**src/rtl/adc_spi_pkg.sv**
```systemverilog
// Shared types and sizing helpers for the serial-ADC capture front end.
package adc_spi_pkg;

    typedef enum logic [2:0] {
        StIdle,
        StConv,
        StShift,
        StDone,
        StGap
    } state_e;

    localparam int unsigned STATE_W = 3;

    function automatic int unsigned frame_bits(input int unsigned data_w,
                                               input int unsigned num_ch,
                                               input int unsigned gap_bits);
        return num_ch * (gap_bits + data_w) + gap_bits;
    endfunction

    // Width of a counter that must hold 0..max_val inclusive.
    function automatic int unsigned cnt_width(input int unsigned max_val);
        return (max_val < 2) ? 1 : $clog2(max_val + 1);
    endfunction

endpackage

```
**src/rtl/adc_spi_capture_if.sv**
```systemverilog
// Serial ADC pins plus the captured-frame valid/ready stream.
interface adc_spi_capture_if #(
    parameter int unsigned DATA_W = 14,
    parameter int unsigned NUM_CH = 2
) ();

    logic                     start;
    logic                     continuous;
    logic                     miso;
    logic                     sck;
    logic                     ad_conv;
    logic                     busy;
    logic [NUM_CH*DATA_W-1:0] sample_data;
    logic                     sample_valid;
    logic                     sample_ready;
    logic                     overrun;

    modport master (
        input  start, continuous, miso, sample_ready,
        output sck, ad_conv, busy, sample_data, sample_valid, overrun
    );

    modport slave (
        output start, continuous, miso, sample_ready,
        input  sck, ad_conv, busy, sample_data, sample_valid, overrun
    );

endinterface

```
**src/rtl/adc_sck_gen.sv**
```systemverilog
// SCK divider: tick every CLK_DIV cycles while enabled, sck toggles on ticks while run.
module adc_sck_gen
    import adc_spi_pkg::*;
#(
    parameter int unsigned CLK_DIV = 4
) (
    input  logic clock_in,
    input  logic reset,
    input  logic en,
    input  logic clear,
    input  logic run,
    output logic tick,
    output logic sck,
    output logic sck_rise,
    output logic sck_fall
);

    localparam int unsigned DIV_W = cnt_width(CLK_DIV - 1);
    localparam logic [DIV_W-1:0] DIV_LAST = DIV_W'(CLK_DIV - 1);

    logic [DIV_W-1:0] div_q;
    logic             sck_q;

    always_ff @(posedge clock_in or posedge reset) begin
        if (reset) begin
            div_q <= '0;
            sck_q <= 1'b0;
        end else begin
            if (!en || clear || tick) begin
                div_q <= '0;
            end else begin
                div_q <= div_q + DIV_W'(1);
            end
            if (!en || !run) begin
                sck_q <= 1'b0;
            end else if (tick) begin
                sck_q <= ~sck_q;
            end
        end
    end

    always_comb begin
        tick     = en && !clear && (div_q == DIV_LAST);
        sck      = sck_q;
        sck_rise = tick && run && !sck_q;
        sck_fall = tick && run && sck_q;
    end

endmodule

```
**src/rtl/adc_spi_capture.sv**
```systemverilog
// Serial-ADC capture: conversion strobe, SCK framing, per-channel deserialise, frame output.
module adc_spi_capture
    import adc_spi_pkg::*;
#(
    parameter int unsigned DATA_W    = 14,
    parameter int unsigned NUM_CH    = 2,
    parameter int unsigned GAP_BITS  = 2,
    parameter int unsigned CLK_DIV   = 4,
    parameter int unsigned FRAME_GAP = 0
) (
    input logic               clock_in,
    input logic               reset,
    adc_spi_capture_if.master bus
);

    localparam int unsigned FRAME_BITS = frame_bits(DATA_W, NUM_CH, GAP_BITS);
    localparam int unsigned SLOT       = GAP_BITS + DATA_W;
    localparam int unsigned GAP_TICKS  = 2 * FRAME_GAP;
    localparam int unsigned BIT_W      = cnt_width(FRAME_BITS);
    localparam int unsigned SLOT_W     = cnt_width(SLOT - 1);
    localparam int unsigned CH_W       = cnt_width(NUM_CH);
    localparam int unsigned TICK_W     = cnt_width((GAP_TICKS > 2) ? GAP_TICKS : 2);
    localparam logic [TICK_W-1:0] CONV_LAST = TICK_W'(1);
    localparam logic [TICK_W-1:0] GAP_LAST  = TICK_W'((GAP_TICKS == 0) ? 0 : GAP_TICKS - 1);

    state_e state_q, state_d;

    logic                     tick, sck, sck_rise, sck_fall;
    logic                     busy, conv_done, gap_done, frame_end, data_bit;
    logic [TICK_W-1:0]        tick_cnt_q;
    logic [BIT_W-1:0]         bit_cnt_q;
    logic [SLOT_W-1:0]        slot_q;
    logic [CH_W-1:0]          ch_q;
    logic [DATA_W-1:0]        chan_q [NUM_CH];
    logic [NUM_CH*DATA_W-1:0] frame_w;
    logic [NUM_CH*DATA_W-1:0] data_q;
    logic                     valid_q, overrun_q;

    adc_sck_gen #(
        .CLK_DIV (CLK_DIV)
    ) u_sck_gen (
        .clock_in (clock_in),
        .reset    (reset),
        .en       (busy),
        .clear    (state_q == StDone),
        .run      (state_q == StShift),
        .tick     (tick),
        .sck      (sck),
        .sck_rise (sck_rise),
        .sck_fall (sck_fall)
    );

    always_comb begin
        busy      = (state_q != StIdle);
        conv_done = (state_q == StConv) && tick && (tick_cnt_q == CONV_LAST);
        gap_done  = (state_q == StGap) && tick && (tick_cnt_q == GAP_LAST);
        frame_end = (state_q == StShift) && sck_fall && (bit_cnt_q == BIT_W'(FRAME_BITS));
        data_bit  = (slot_q >= SLOT_W'(GAP_BITS)) && (ch_q < CH_W'(NUM_CH));
    end

    always_ff @(posedge clock_in or posedge reset) begin
        if (reset) begin
            state_q <= StIdle;
        end else begin
            state_q <= state_d;
        end
    end

    always_comb begin
        state_d = state_q;
        unique case (state_q)
            StIdle:  if (bus.start || bus.continuous) state_d = StConv;
            StConv:  if (conv_done) state_d = StShift;
            StShift: if (frame_end) state_d = StDone;
            StDone: begin
                if (!bus.continuous) begin
                    state_d = StIdle;
                end else if (FRAME_GAP == 0) begin
                    state_d = StConv;
                end else begin
                    state_d = StGap;
                end
            end
            StGap:   if (gap_done) state_d = StConv;
            default: state_d = StIdle;
        endcase
    end

    always_comb begin
        bus.sck          = sck;
        bus.ad_conv      = (state_q == StConv);
        bus.busy         = busy;
        bus.sample_data  = data_q;
        bus.sample_valid = valid_q;
        bus.overrun      = overrun_q;
    end

    // Bit position is tracked as (channel, slot) so gap/data decode needs no divide.
    always_ff @(posedge clock_in or posedge reset) begin
        if (reset) begin
            tick_cnt_q <= '0;
            bit_cnt_q  <= '0;
            slot_q     <= '0;
            ch_q       <= '0;
            for (int c = 0; c < NUM_CH; c++) chan_q[c] <= '0;
        end else begin
            if (conv_done || gap_done || !(state_q inside {StConv, StGap})) begin
                tick_cnt_q <= '0;
            end else if (tick) begin
                tick_cnt_q <= tick_cnt_q + TICK_W'(1);
            end
            if (state_q != StShift) begin
                bit_cnt_q <= '0;
                slot_q    <= '0;
                ch_q      <= '0;
            end else if (sck_rise) begin
                bit_cnt_q <= bit_cnt_q + BIT_W'(1);
                if (slot_q == SLOT_W'(SLOT - 1)) begin
                    slot_q <= '0;
                    ch_q   <= ch_q + CH_W'(1);
                end else begin
                    slot_q <= slot_q + SLOT_W'(1);
                end
                for (int c = 0; c < NUM_CH; c++) begin
                    if (data_bit && (ch_q == CH_W'(c))) begin
                        chan_q[c] <= {chan_q[c][DATA_W-2:0], bus.miso};
                    end
                end
            end
        end
    end

    always_comb begin
        frame_w = '0;
        for (int c = 0; c < NUM_CH; c++) frame_w[c*DATA_W +: DATA_W] = chan_q[c];
    end

    always_ff @(posedge clock_in or posedge reset) begin
        if (reset) begin
            data_q    <= '0;
            valid_q   <= 1'b0;
            overrun_q <= 1'b0;
        end else begin
            overrun_q <= 1'b0;
            if (state_q == StDone) begin
                data_q    <= frame_w;
                valid_q   <= 1'b1;
                overrun_q <= valid_q && !bus.sample_ready;
            end else if (valid_q && bus.sample_ready) begin
                valid_q <= 1'b0;
            end
        end
    end

endmodule
```
**src/flat_wrapper.sv**
```systemverilog
// flat-port wrapper written by rule: the top's interface ports become plain ports
module adc_spi_capture_flat import adc_spi_pkg::*;
#(
    parameter int unsigned DATA_W    = 14,
    parameter int unsigned NUM_CH    = 2,
    parameter int unsigned GAP_BITS  = 2,
    parameter int unsigned CLK_DIV   = 4,
    parameter int unsigned FRAME_GAP = 0
)
  (clock_in, reset, bus_start, bus_continuous, bus_miso, bus_sample_ready, bus_sck, bus_ad_conv, bus_busy, bus_sample_data, bus_sample_valid, bus_overrun);
  adc_spi_capture_if #(.DATA_W(DATA_W), .NUM_CH(NUM_CH)) bus_i ();
  input logic clock_in;
  input logic reset;
  input wire logic [$bits(bus_i.start)-1:0] bus_start;
  input wire logic [$bits(bus_i.continuous)-1:0] bus_continuous;
  input wire logic [$bits(bus_i.miso)-1:0] bus_miso;
  input wire logic [$bits(bus_i.sample_ready)-1:0] bus_sample_ready;
  output wire logic [$bits(bus_i.sck)-1:0] bus_sck;
  output wire logic [$bits(bus_i.ad_conv)-1:0] bus_ad_conv;
  output wire logic [$bits(bus_i.busy)-1:0] bus_busy;
  output wire logic [$bits(bus_i.sample_data)-1:0] bus_sample_data;
  output wire logic [$bits(bus_i.sample_valid)-1:0] bus_sample_valid;
  output wire logic [$bits(bus_i.overrun)-1:0] bus_overrun;
  assign bus_i.start = bus_start;
  assign bus_i.continuous = bus_continuous;
  assign bus_i.miso = bus_miso;
  assign bus_i.sample_ready = bus_sample_ready;
  assign bus_sck = bus_i.sck;
  assign bus_ad_conv = bus_i.ad_conv;
  assign bus_busy = bus_i.busy;
  assign bus_sample_data = bus_i.sample_data;
  assign bus_sample_valid = bus_i.sample_valid;
  assign bus_overrun = bus_i.overrun;
  adc_spi_capture #(.DATA_W(DATA_W), .NUM_CH(NUM_CH), .GAP_BITS(GAP_BITS), .CLK_DIV(CLK_DIV), .FRAME_GAP(FRAME_GAP)) u_core (.clock_in(clock_in), .reset(reset), .bus(bus_i));
endmodule
```
**config.mk**
```make
export PLATFORM = sky130hd
export DESIGN_NAME = adc_spi_capture_flat
export DESIGN_NICKNAME = d
export VERILOG_FILES = /design/src/rtl/adc_spi_pkg.sv /design/src/rtl/adc_spi_capture_if.sv /design/src/rtl/adc_sck_gen.sv /design/src/rtl/adc_spi_capture.sv /design/src/flat_wrapper.sv
export SDC_FILE = /design/constraint.sdc
export NUM_CORES = 1
export LEC_CHECK = 0
export CORE_ASPECT_RATIO = 0.5
export CORE_UTILIZATION = 50
export DETAILED_ROUTE_END_ITERATION = 16
export HOLD_SLACK_MARGIN = 0.12
export PLACE_DENSITY = 0.75
export SYNTH_ARGS = -nofsm -noshare
export SYNTH_HDL_FRONTEND = slang
export SYNTH_SLANG_ARGS = --single-unit
```
**constraint.sdc**
```tcl
create_clock -name clock_in -period 2.5 [get_ports clock_in]
set_input_delay 0.5 -clock clock_in [delete_from_list [all_inputs] [get_ports clock_in]]
set_output_delay 0.5 -clock clock_in [all_outputs]
set_load 0.02 [all_outputs]
```
After elaboration in Yosys (flattened, before gate mapping)
Cells that the tools add are included.
- bits in registers: 78
- input bits: 6
- output and inout port bits: 33
- word-level logic and storage cells: 99
- $add $sub $neg: 5
- order comparisons: 2
- equality and inequality tests: 14
- multiplexer cells: 22
- bitwise logic cells: 2
- reduce and logical (&&, ||, !) cells: 42
- operators with widths (kind ; number):
    $logic_and 1x1->1 ; 16
    $pmux 3 s5 ; 1
    $mux 2 ; 6
    $mux 3 ; 4
    $mux 4 ; 3
    $mux 6 ; 2
    $reduce_bool 2->1 ; 6
    $ne 2x1->1 const B ; 4
    $add 2x1->2 const B ; 3
    $add 6x1->6 const B ; 1
    $eq 3x2->1 const B ; 2
    $eq 6x6->1 const B ; 1
    $logic_not 1->1 ; 6
    $logic_or 1x1->1 ; 6
    $mux 1 ; 6
    $reduce_and 3->1 ; 2
    $add 4x1->4 const B ; 1
    $eq 2x1->1 const B ; 2
    $eq 4x4->1 const B ; 1
    $ge 4x2->1 const B ; 1
    $logic_not 2->1 ; 2
    $reduce_and 4->1 ; 1
    $eq 3x1->1 const B ; 1
    $eq 3x3->1 const B ; 1
    other kinds (7) ; 8

Longest topological paths before layout
Gate-level depths: netlist of run 1.
- depth in word-level cells: 10
- depth in mapped cells: 9
- depth with buffers taken out: 6

Hierarchy
From an unflattened synthesis of run 1, not the netlist that was laid out.
- cells, all modules: 238
- area, all modules: 3392.0 um^2
- by module, submodules not included (module ; times used ; cells an instance ; area each (um^2)):
    adc_spi_capture ; 1 ; 223 ; 3224.3
    adc_sck_gen ; 1 ; 15 ; 167.7

Worst setup path before layout of run 1
No wires, ideal clock.
- kind: flip-flop to flip-flop
- start point: register u_core.state_q[0]
- end point: register u_core.chan_q[0] (netlist bit)
- library setup time: 0.125 ns
- data arrival time: 1.865 ns
- data required time: 2.375 ns
- path slack: 0.510 ns
- cell stages (with the launch flop): 10
- period minus slack after synthesis: 1.990 ns
- cells stage by stage: dfrtp_1 -> inv_1 -> ha_1 -> buf_6 -> and4b_1 -> buf_6 -> and3_1 -> buf_6 -> buf_12 -> mux2_4
- cells in the longest elaborated chain, start to end: 7
- elaborated cells on any way between the ends: 11
- those cells by class: 3 x eq/ne; 1 x bitwise; 7 x reduce/logical
- RTL lines (what ; line ; source):
    from (decl) ; adc_spi_capture.sv:26 ; state_e state_q, state_d;
    from (signal assigned) ; adc_spi_capture.sv:63 ; state_q <= StIdle;
    from (signal assigned) ; adc_spi_capture.sv:65 ; state_q <= state_d;
    $eq 3x2->1 ; adc_spi_capture.sv:45 ; .clear (state_q == StDone),
    $logic_not 1->1 ; adc_sck_gen.sv:43 ; tick = en && !clear && (div_q == DIV_LAST);
    $logic_and 1x1->1 (2 in series) ; adc_sck_gen.sv:43 ;
    $logic_and 1x1->1 (2 in series) ; adc_sck_gen.sv:45 ; sck_rise = tick && run && !sck_q;
    $reduce_and 3->1 (no line) * ; n/a ;
    to (signal, indexed assignment) ; adc_spi_capture.sv:126 ; chan_q[c] <= {chan_q[c][DATA_W-2:0], bus.miso};
    to (decl) ; adc_spi_capture.sv:34 ; logic [DATA_W-1:0] chan_q [NUM_CH];
Mark *: on every way between the ends. The rest lies on a longest branch, timed or not.
A chain may end at the register's enable or synchronous reset.

Final worst setup path of run 1
- start point: register u_core.state_q[1]
- end point: register u_core.chan_q[11] (netlist bit)
Same word-level chain as after synthesis.

==> results of run 1 <==
## power groups by stage
stage | clock, W | combinational, W | sequential [W]
final | 0.00117 | 0.0000397 | 0.00125
after global routing | 0.00125 | 0.0000461 | 0.00125
after CTS | 0.00120 | 0.0000418 | 0.00125
after detailed placement | 0 | 0.0000422 | 0.00127
after global placement | 0 | 0.0000406 | 0.00127
after floorplan | 0 | 0.0000222 | 0.00127
## worst max-delay path, delay by kind of cell, from the launching register on
family / cells / cell delay [ps]
AND/OR/NAND/NOR: 2 / 570
multiplexers: 1 / 370
adder cells (fa/ha/maj): 1 / 410
buffers and inverters: 2 / 340
flip-flops: 1 / 400
## cell families (layout without fill, tap and decap cells)
group           Yosys count  count (layout)  share of synthesized area, %
mux                      58              58                          21.8
fa+ha+maj                12              12                          4.51
xor+xnor                  6               6                          1.58
buf+inv                  21              69                          4.28
flops                    77              77                          57.9
compound gates           15              15                          2.93
simple gates             41              41                          6.99
## area by class of cell
cell class	instances	area (um2)	area share (%)
inverters	10	37.5	0.931
flip-flops and latches	77	1930	47.8
multi-input cells	132	1260	31.2
repair buffers	43	430	10.7
clock inverters	6	40.0	0.993
well taps	88	110	2.73
clock buffers	10	229	5.68
## through the flow
stage	area (um2)	utilization (%)	cells	power, W	setup WS, ps
2_1_floorplan	3330	-	230	0.00130	33.3
3_3_place_gp	3760	60.2	350	0.00131	384
3_5_place_dp	3760	60.2	350	0.00132	292
4_1_cts	4030	64.5	366	0.00249	288
5_1_grt	4030	64.5	366	0.00254	127
6_report	4030	64.5	366	0.00246	276
## sequential cells by signal, summed over array words and instances (netlist names)
register / cells
u_core.u_sck_gen.div_q: 2
u_core.bit_cnt_q: 6
u_core.bus.overrun: 1
u_core.ch_q: 2
u_core.bus.sample_data: 28
u_core.state_q: 2
u_core.u_sck_gen.sck: 1
u_core.tick_cnt_q: 2
u_core.bus.sample_valid: 1
u_core.chan_q: 28
u_core.slot_q: 4
## path summary, 6_finish.rpt
| check | from | end | slack [ps] | cells past startpoint |
|---|---|---|---|---|
| min | u_core.u_sck_gen.div_q[0] | u_core.u_sck_gen.div_q[0] | 460 | 1 |
| min reg2reg | u_core.u_sck_gen.div_q[0] | u_core.u_sck_gen.div_q[0] | 460 | 1 |
| min in group asynchronous | reset | u_core.bus.sample_data[19] | 560 | 3 |
| max reg2reg | u_core.state_q[1] | u_core.chan_q[11] | 280 | 6 |
| max in group asynchronous | reset | u_core.chan_q[25] | 1620 | 3 |
| max | u_core.state_q[1] | u_core.chan_q[11] | 280 | 6 |
## per-layer routing
layer,vias up,GRT usage (%)
li1,890,-
met1,970,21.8
met2,37,30.3
met3,10,6.01
met4,0,8.91
met5,-,0
## placed cells by master (no fill, tap or decap), drive strengths merged, types with 6 or more instances in the layout
cell type      count
and2               6
clkbuf            10
clkdlybuf4s50     38
dfrtp             77
ha                12
inv               10
mux2              57
nand2              8
nand3              8
xnor2              6
==> flow_summary.yaml, run 1 <==
logic_synthesis:
  synth_edf_count: 0
  ys_warn_count: 0
  synth_ff_type: "dfrtp_1"
  syn_area_um2: 3330
  synthTopCellsByCount: "77 x dfrtp_1, 37 x mux2_2, 20 x mux2_4, 12 x ha_1, 10 x inv_1"
  synth.avg_cell_area_um2: 14.5
  synth-async-reset-ratio_pct: 100
  synth_top_area_share_pct: 57.9
  yosysSeqAreaShare_pct: 57.9
  ys_seq_elements: 77
  synth_cell_types: 36
  synthesis.nets: 248
  netlist.top_cell.by_area: "dfrtp_1"
  yosysMostFrequentCell: "dfrtp_1"
  synth_area_leaders: "dfrtp_1 58%, mux2_2 13%, mux2_4 9.0%"
  synthesis.instances: 230
cells_and_area:
  syn_to_final_growth_pct: 21.2
  fillers: 488
  layout-drive-gt1-share_pct: 28.1
  antenna_cells: 0
  fin_nets: 291
route:
  vias_per_cell: 5.21
  wl_met1_um: 2460
  met3_wirelength_um: 198
  drc: 0
  routed.top_layer: "met4"
  wl_um: 5500
  ant_nets: 0
  dr.pass1.iters: 4
  dr_total_vias: 1907
  wl_per_cell_um: 15.0
  wl_met2_um: 2740
  drt_iter0_drc: 60
clock_network:
  clk_path_buf_depth: 2
  htree_levels: 3
  clk_latency_ps: 340
  clkSlewWorstSetupHoldPaths_ps: 60
  cts.sinks: 77
  clockRootBuffer: "clkbuf_16"
  hold_buffers: 0
  cts_buffers: 9
  tritoncts: "done"
  cts_setup_buffers: 0
  cts_resized: 0
sta:
  slew_headroom_pct: 74.5
  holdWs_ps: 459
  rsz0062_at_grt: "false"
  period_needed_ps: 2220
  skew_ps: 4.96
  tns_ps: 0
  setup_viol_count_final: 0
  finalHoldViolations: 0
  tightestPinTransition_ps: 377
  fin_crit_sh_pct: 89.0
  clock.fmax_mhz: 450
  slew_violations: 0
global_route:
  grt_pass1_wl_um: 9360
  grt_antenna_before_repair: 0
  grt-ovfl-total: 0
  grt_max_degree: 78
  track_usage_pct: 18.1
  first_global_vias: 1905
power:
  p_sw_w: 0.000525
  seq_power_share_pct: 50.9
  p_sw_share_pct: 21.4
  power.density_nw_per_um2: 609
  ir_drop_mv: 0.352
  p_comb_share_pct: 1.6
  p_leak_nw: 1.92
  p_int_w: 0.00193
  pwr-share-clk_pct: 47.5
critical_path:
  critPathMaxStageDelay_ps: 410
  critPathSlowestCell: "ha_1"
  start_kind: "register"
  endpoint_kind: "register"
  path_cells: "inv_1, ha_1, and4b_1, and3_1, buf_4, mux2_2"
  worst-path-max-fanout: 14
  arrival_ps: 2440
  critPathRequiredTime_ps: 2720
  crit_type: "reg2reg"
floorplan:
  dieArea_um2: 7010
  die_width_um: 117
  rows: 20
  ioPinCount: 39
  core_area_um2: 6260
  initial_core_util_pct: 53.2
  die_h_um: 59.7
run_status:
  status: "complete, no violations"
place:
  dp_hpwl_um: 3630
  place.port_buffers: 38
  place.gp.congestion: 0.761
run:
  drv_cap: 0
min_path:
  hp-class: "reg2reg"
No activity file was read; power rests on OpenSTA's default activity.
==> run 2, diff against run 1 <==
--- a/config.mk
+++ b/config.mk
@@ -6,10 +6,9 @@
 export NUM_CORES = 1
 export LEC_CHECK = 0
 export CORE_ASPECT_RATIO = 0.5
-export CORE_UTILIZATION = 50
+export CORE_UTILIZATION = 28
 export DETAILED_ROUTE_END_ITERATION = 16
 export HOLD_SLACK_MARGIN = 0.12
-export PLACE_DENSITY = 0.75
 export SYNTH_ARGS = -nofsm -noshare
 export SYNTH_HDL_FRONTEND = slang
 export SYNTH_SLANG_ARGS = --single-unit
==> flow_summary.yaml, run 2 (same netlist as run 1, synthesis figures left out) <==
sta:
  setup_viol_count_final: 0
  tightestPinTransition_ps: 390
  fin_crit_sh_pct: 88.2
  finalHoldViolations: 0
  skew_ps: 6.91
  slew_violations: 0
  clock.fmax_mhz: 453
  period_needed_ps: 2210
  worst_slack_ps: 295
  rsz0062_at_grt: "false"
  slew_headroom_pct: 73.6
  tns_ps: 0
clock_network:
  cts_setup_buffers: 0
  cts_buffers: 9
  cts.sinks: 77
  clockRootBuffer: "clkbuf_16"
  clk_path_buf_depth: 2
  hold_buffers: 0
  htree_levels: 3
  cts_resized: 0
  clk_latency_ps: 330
  tritoncts: "done"
  clkSlewWorstSetupHoldPaths_ps: 60
place:
  dp_cells: 421
  dp_hpwl_um: 3730
  place.gp.congestion: 0.697
  dpl_worst_slack_ps: 296
  place.port_buffers: 38
cells_and_area:
  utilization_pct: 36.8
  finalNonFillerCells: 437
  layout-drive-gt1-share_pct: 28.4
  final_cell_mix: "77 x dfrtp_1, 38 x clkdlybuf4s50_1, 37 x mux2_2, 20 x mux2_4, 12 x ha_1"
  antenna_cells: 0
  syn_to_final_growth_pct: 24.8
  final_common_cell: "dfrtp_1"
  fin_nets: 291
global_route:
  grt-ovfl-total: 0
  grt_max_degree: 78
  track_usage_pct: 9.95
  first_global_vias: 1989
  grt_pass1_wl_um: 9430
  grt_antenna_before_repair: 0
floorplan:
  die_width_um: 156
  core_area_um2: 11300
  rows: 27
  die_h_um: 79.1
  initial_core_util_pct: 29.5
  dieArea_um2: 12400
  ioPinCount: 39
critical_path:
  crit_type: "reg2reg"
  endpoint_kind: "register"
  worst-path-max-fanout: 14
  start_kind: "register"
  arrival_ps: 2420
  critPathRequiredTime_ps: 2710
route:
  ant_nets: 0
  wl_per_cell_um: 12.7
  drt_iter0_drc: 100
  dr_total_vias: 1893
  drc: 0
  wl_um: 5550
  dr.pass1.iters: 4
  vias_per_cell: 4.33
run:
  drv_cap: 0
min_path:
  hp-class: "reg2reg"
power:
  ir_drop_mv: 0.248
  p_sw_w: 0.000527
  p_leak_nw: 1.93
  total_power_w: 0.00259
  seq_power_share_pct: 48.4
  p_comb_share_pct: 1.5
  power.density_nw_per_um2: 622
  p_int_w: 0.00206
  p_sw_share_pct: 20.4
  pwr-share-clk_pct: 50.1
run_status:
  status: "complete, no violations"
run 2: cell count changes in the layout (fill, tap and decap cells not counted):
| cell | delta |
|---|---|
| clkinvlp_4 | +2 |
| clkbuf_1 | -1 |
| clkinv_2 | -1 |
| clkbuf_8 | +1 |
| clkinv_4 | -2 |
| bufinv_16 | +1 |
run 2: per-layer routing:
metal / wire length, um / vias up / global-route usage [%]
met5: 0 / - / 0
met4: 136 / 0 / 4.12
met3: 205 / 15 / 3.98
met2: 2660 / 27 / 16.4
met1: 2550 / 963 / 11.6
li1: - / 888 / -
run 2: power by group through the flow:
stage               combinational [W]  clock [W]  sequential, W
finish                      0.0000399    0.00129        0.00125
global route                0.0000467    0.00140        0.00125
CTS                         0.0000428    0.00133        0.00125
detailed placement          0.0000428          0        0.00127
global placement            0.0000409          0        0.00127
floorplan                   0.0000222          0        0.00127
run 2: worst max-delay path: stages (launching register included):
cell and delay (ps):
dfrtp_1 380, inv_1 90, ha_1 380, and4b_1 390
and3_1 220, buf_4 260, mux2_2 370
run 2: layout make-up:
type / count / area (um2)
fillers: 1092 / 7130
flip-flops and latches: 77 / 1930
multi-input cells: 132 / 1260
repair buffers: 43 / 430
clock buffers: 10 / 239
well taps: 159 / 199
clock inverters: 6 / 62.6
inverters: 10 / 37.5
run 2: path summary, 6_finish.rpt:
path / start / endpoint / slack [ps] / cells past startpoint
max in group asynchronous: reset / u_core.bus.sample_data[25] / 1610 / 3
worst max register to register: u_core.state_q[0] / u_core.chan_q[11] / 290 / 6
worst min-delay path: u_core.u_sck_gen.div_q[0] / u_core.u_sck_gen.div_q[0] / 440 / 1
worst max-delay path: u_core.state_q[0] / u_core.chan_q[11] / 290 / 6
worst min register to register: u_core.u_sck_gen.div_q[0] / u_core.u_sck_gen.div_q[0] / 440 / 1
min in group asynchronous: reset / u_core.slot_q[0] / 570 / 3
run 2: through the flow:
stage	area (um2)	hold slack [ps]
5_1_grt	4160	475
2_1_floorplan	3330	414
3_3_place_gp	3850	421
3_5_place_dp	3850	437
6_report	4160	437
4_1_cts	4160	447
==> run 3, diff against run 2 <==
==> constraint.sdc (replaced) <==
create_clock -name clock_in -period 2.6 [get_ports clock_in]
set_input_delay 0.52 -clock clock_in [delete_from_list [all_inputs] [get_ports clock_in]]
set_output_delay 0.52 -clock clock_in [all_outputs]
set_load 0.02 [all_outputs]
==> flow_summary.yaml, run 3 (same netlist as run 1, synthesis figures left out) <==
critical_path:
  ff2ff_setup_slack_ps: 350
  start_kind: "register"
  critPathSlowestCell: "dfrtp_1"
  timing.rr.start: "u_core.state_q[1]"
  endpoint_kind: "register"
  cp.depth: 6
  path_cells: "inv_1, ha_1, and4b_1, and3_1, buf_4, mux2_2"
  worst-path-max-fanout: 14
  r2r-end: "u_core.chan_q[12]"
  critPathMaxStageDelay_ps: 400
  reg2reg_depth: 6
  crit_family: "simple AND/OR/NAND/NOR gates"
  cp-startpoint: "u_core.state_q[1]"
  crit_type: "reg2reg"
  crit_path_end: "u_core.chan_q[12]"
  path_buf_inv: 2
  arrival_ps: 2460
  critPathRequiredTime_ps: 2810
min_path:
  hp-class: "reg2reg"
  whs_path_depth: 1
sta:
  setup_viol_count_final: 0
  slew_headroom_pct: 58.3
  tightestPinTransition_ps: 626
  tns_ps: 0
  period_needed_ps: 2250
  clock.fmax_mhz: 445
  holdWs_ps: 454
  slew_violations: 0
  fin_crit_sh_pct: 86.5
  skew_ps: 3.35
  finalHoldViolations: 0
  rsz0062_at_grt: "false"
power:
  p_sw_w: 0.000494
  pwr-share-clk_pct: 51.8
  ir_drop_mv: 0.272
  p_leak_nw: 1.95
  p_sw_share_pct: 19.2
  p_int_w: 0.00208
  seq_power_share_pct: 46.8
  power.density_nw_per_um2: 616
  p_comb_share_pct: 1.4
global_route:
  grt_antenna_before_repair: 0
  grt-ovfl-total: 0
  grt_pass1_wl_um: 9490
  first_global_vias: 1963
  track_usage_pct: 10.2
  grt_max_degree: 52
cells_and_area:
  final_common_cell: "dfrtp_1"
  syn_to_final_growth_pct: 25.4
  layout-drive-gt1-share_pct: 28.7
  fin_nets: 292
  antenna_cells: 0
  final_cell_mix: "77 x dfrtp_1, 38 x clkdlybuf4s50_1, 37 x mux2_2, 20 x mux2_4, 12 x ha_1"
floorplan:
  die_width_um: 156
  dieArea_um2: 12400
  ioPinCount: 39
  core_area_um2: 11300
  die_h_um: 79.1
  initial_core_util_pct: 29.5
  rows: 27
route:
  wl_per_cell_um: 12.7
  drc: 0
  wl_um: 5550
  dr.pass1.iters: 4
  drt_iter0_drc: 72
  vias_per_cell: 4.23
  ant_nets: 0
  dr_total_vias: 1852
clock_network:
  tritoncts: "done"
  clkSlewWorstSetupHoldPaths_ps: 60
  clk_latency_ps: 330
  cts.sinks: 77
  cts_buffers: 9
  cts_resized: 0
  cts_setup_buffers: 0
  htree_levels: 3
  hold_buffers: 0
  clk_path_buf_depth: 2
  clockRootBuffer: "clkbuf_16"
run_status:
  status: "complete, no violations"
place:
  place.gp.congestion: 0.715
  place.port_buffers: 38
  dp_hpwl_um: 3850
run:
  drv_cap: 0
-- run 3: changes by cell type in the layout (fill, tap and decap cells not counted), sizes merged --
| cell | previous run | this run |
|---|---|---|
| clkinvlp | 3 | 1 |
| buf | 5 | 6 |
| bufinv | 1 | 2 |
| clkinv | 2 | 3 |
-- run 3: final cells by class --
type,count,area [um2]
fill,1082,7110
clock inverter,6,86.3
inverter,10,37.5
clock buffer,10,239
timing repair buffer,44,425
sequential,77,1930
tap,159,199
multi-input combinational,132,1260
-- run 3: power by group through the flow --
stage / Sequential [W] / Clock [W] / Combinational [W]
after CTS: 0.00120 / 0.00138 / 0.0000395
after floorplan: 0.00122 / 0 / 0.0000213
after detailed placement: 0.00122 / 0 / 0.0000390
after global placement: 0.00122 / 0 / 0.0000377
final: 0.00120 / 0.00133 / 0.0000371
after global routing: 0.00120 / 0.00143 / 0.0000437
-- run 3: worst min path at each step --
stage,from,to
floorplan,u_core.u_sck_gen.div_q[0],u_core.u_sck_gen.div_q[0]
global placement,u_core.u_sck_gen.div_q[0],u_core.u_sck_gen.div_q[0]
detailed placement,u_core.u_sck_gen.div_q[0],u_core.u_sck_gen.div_q[0]
CTS,u_core.u_sck_gen.div_q[0],u_core.u_sck_gen.div_q[0]
global route,u_core.u_sck_gen.div_q[0],u_core.u_sck_gen.div_q[0]
finish,u_core.u_sck_gen.div_q[0],u_core.u_sck_gen.div_q[0]
-- run 3: per-layer routing --
metal	share of wire, %	vias up	GRT usage [%]
li1	-	886	-
met1	46	937	11.6
met2	49	22	16.4
met3	3.6	7	4.42
met4	1.5	0	5.10
met5	0	-	0
-- run 3: worst register-to-register path: cells and delay by family (launching register included) --
| kind | cells | cell delay, ps |
|---|---|---|
| simple gates | 2 | 630 |
| mux | 1 | 370 |
| buf+inv | 2 | 340 |
| flops | 1 | 400 |
| fa+ha+maj | 1 | 390 |
-- run 3: through the flow --
stage / area, um2 / util, % / std cells / setup WS, ps / power [W]
CTS: 4170 / 37.0 / 438 / 357 / 0.00262
global placement: 3850 / 34.1 / 422 / 441 / 0.00126
floorplan: 3330 / - / 230 / 113 / 0.00125
global route: 4170 / 37.0 / 438 / 219 / 0.00268
finish: 4170 / 37.0 / 438 / 352 / 0.00257
detailed placement: 3850 / 34.1 / 422 / 369 / 0.00126
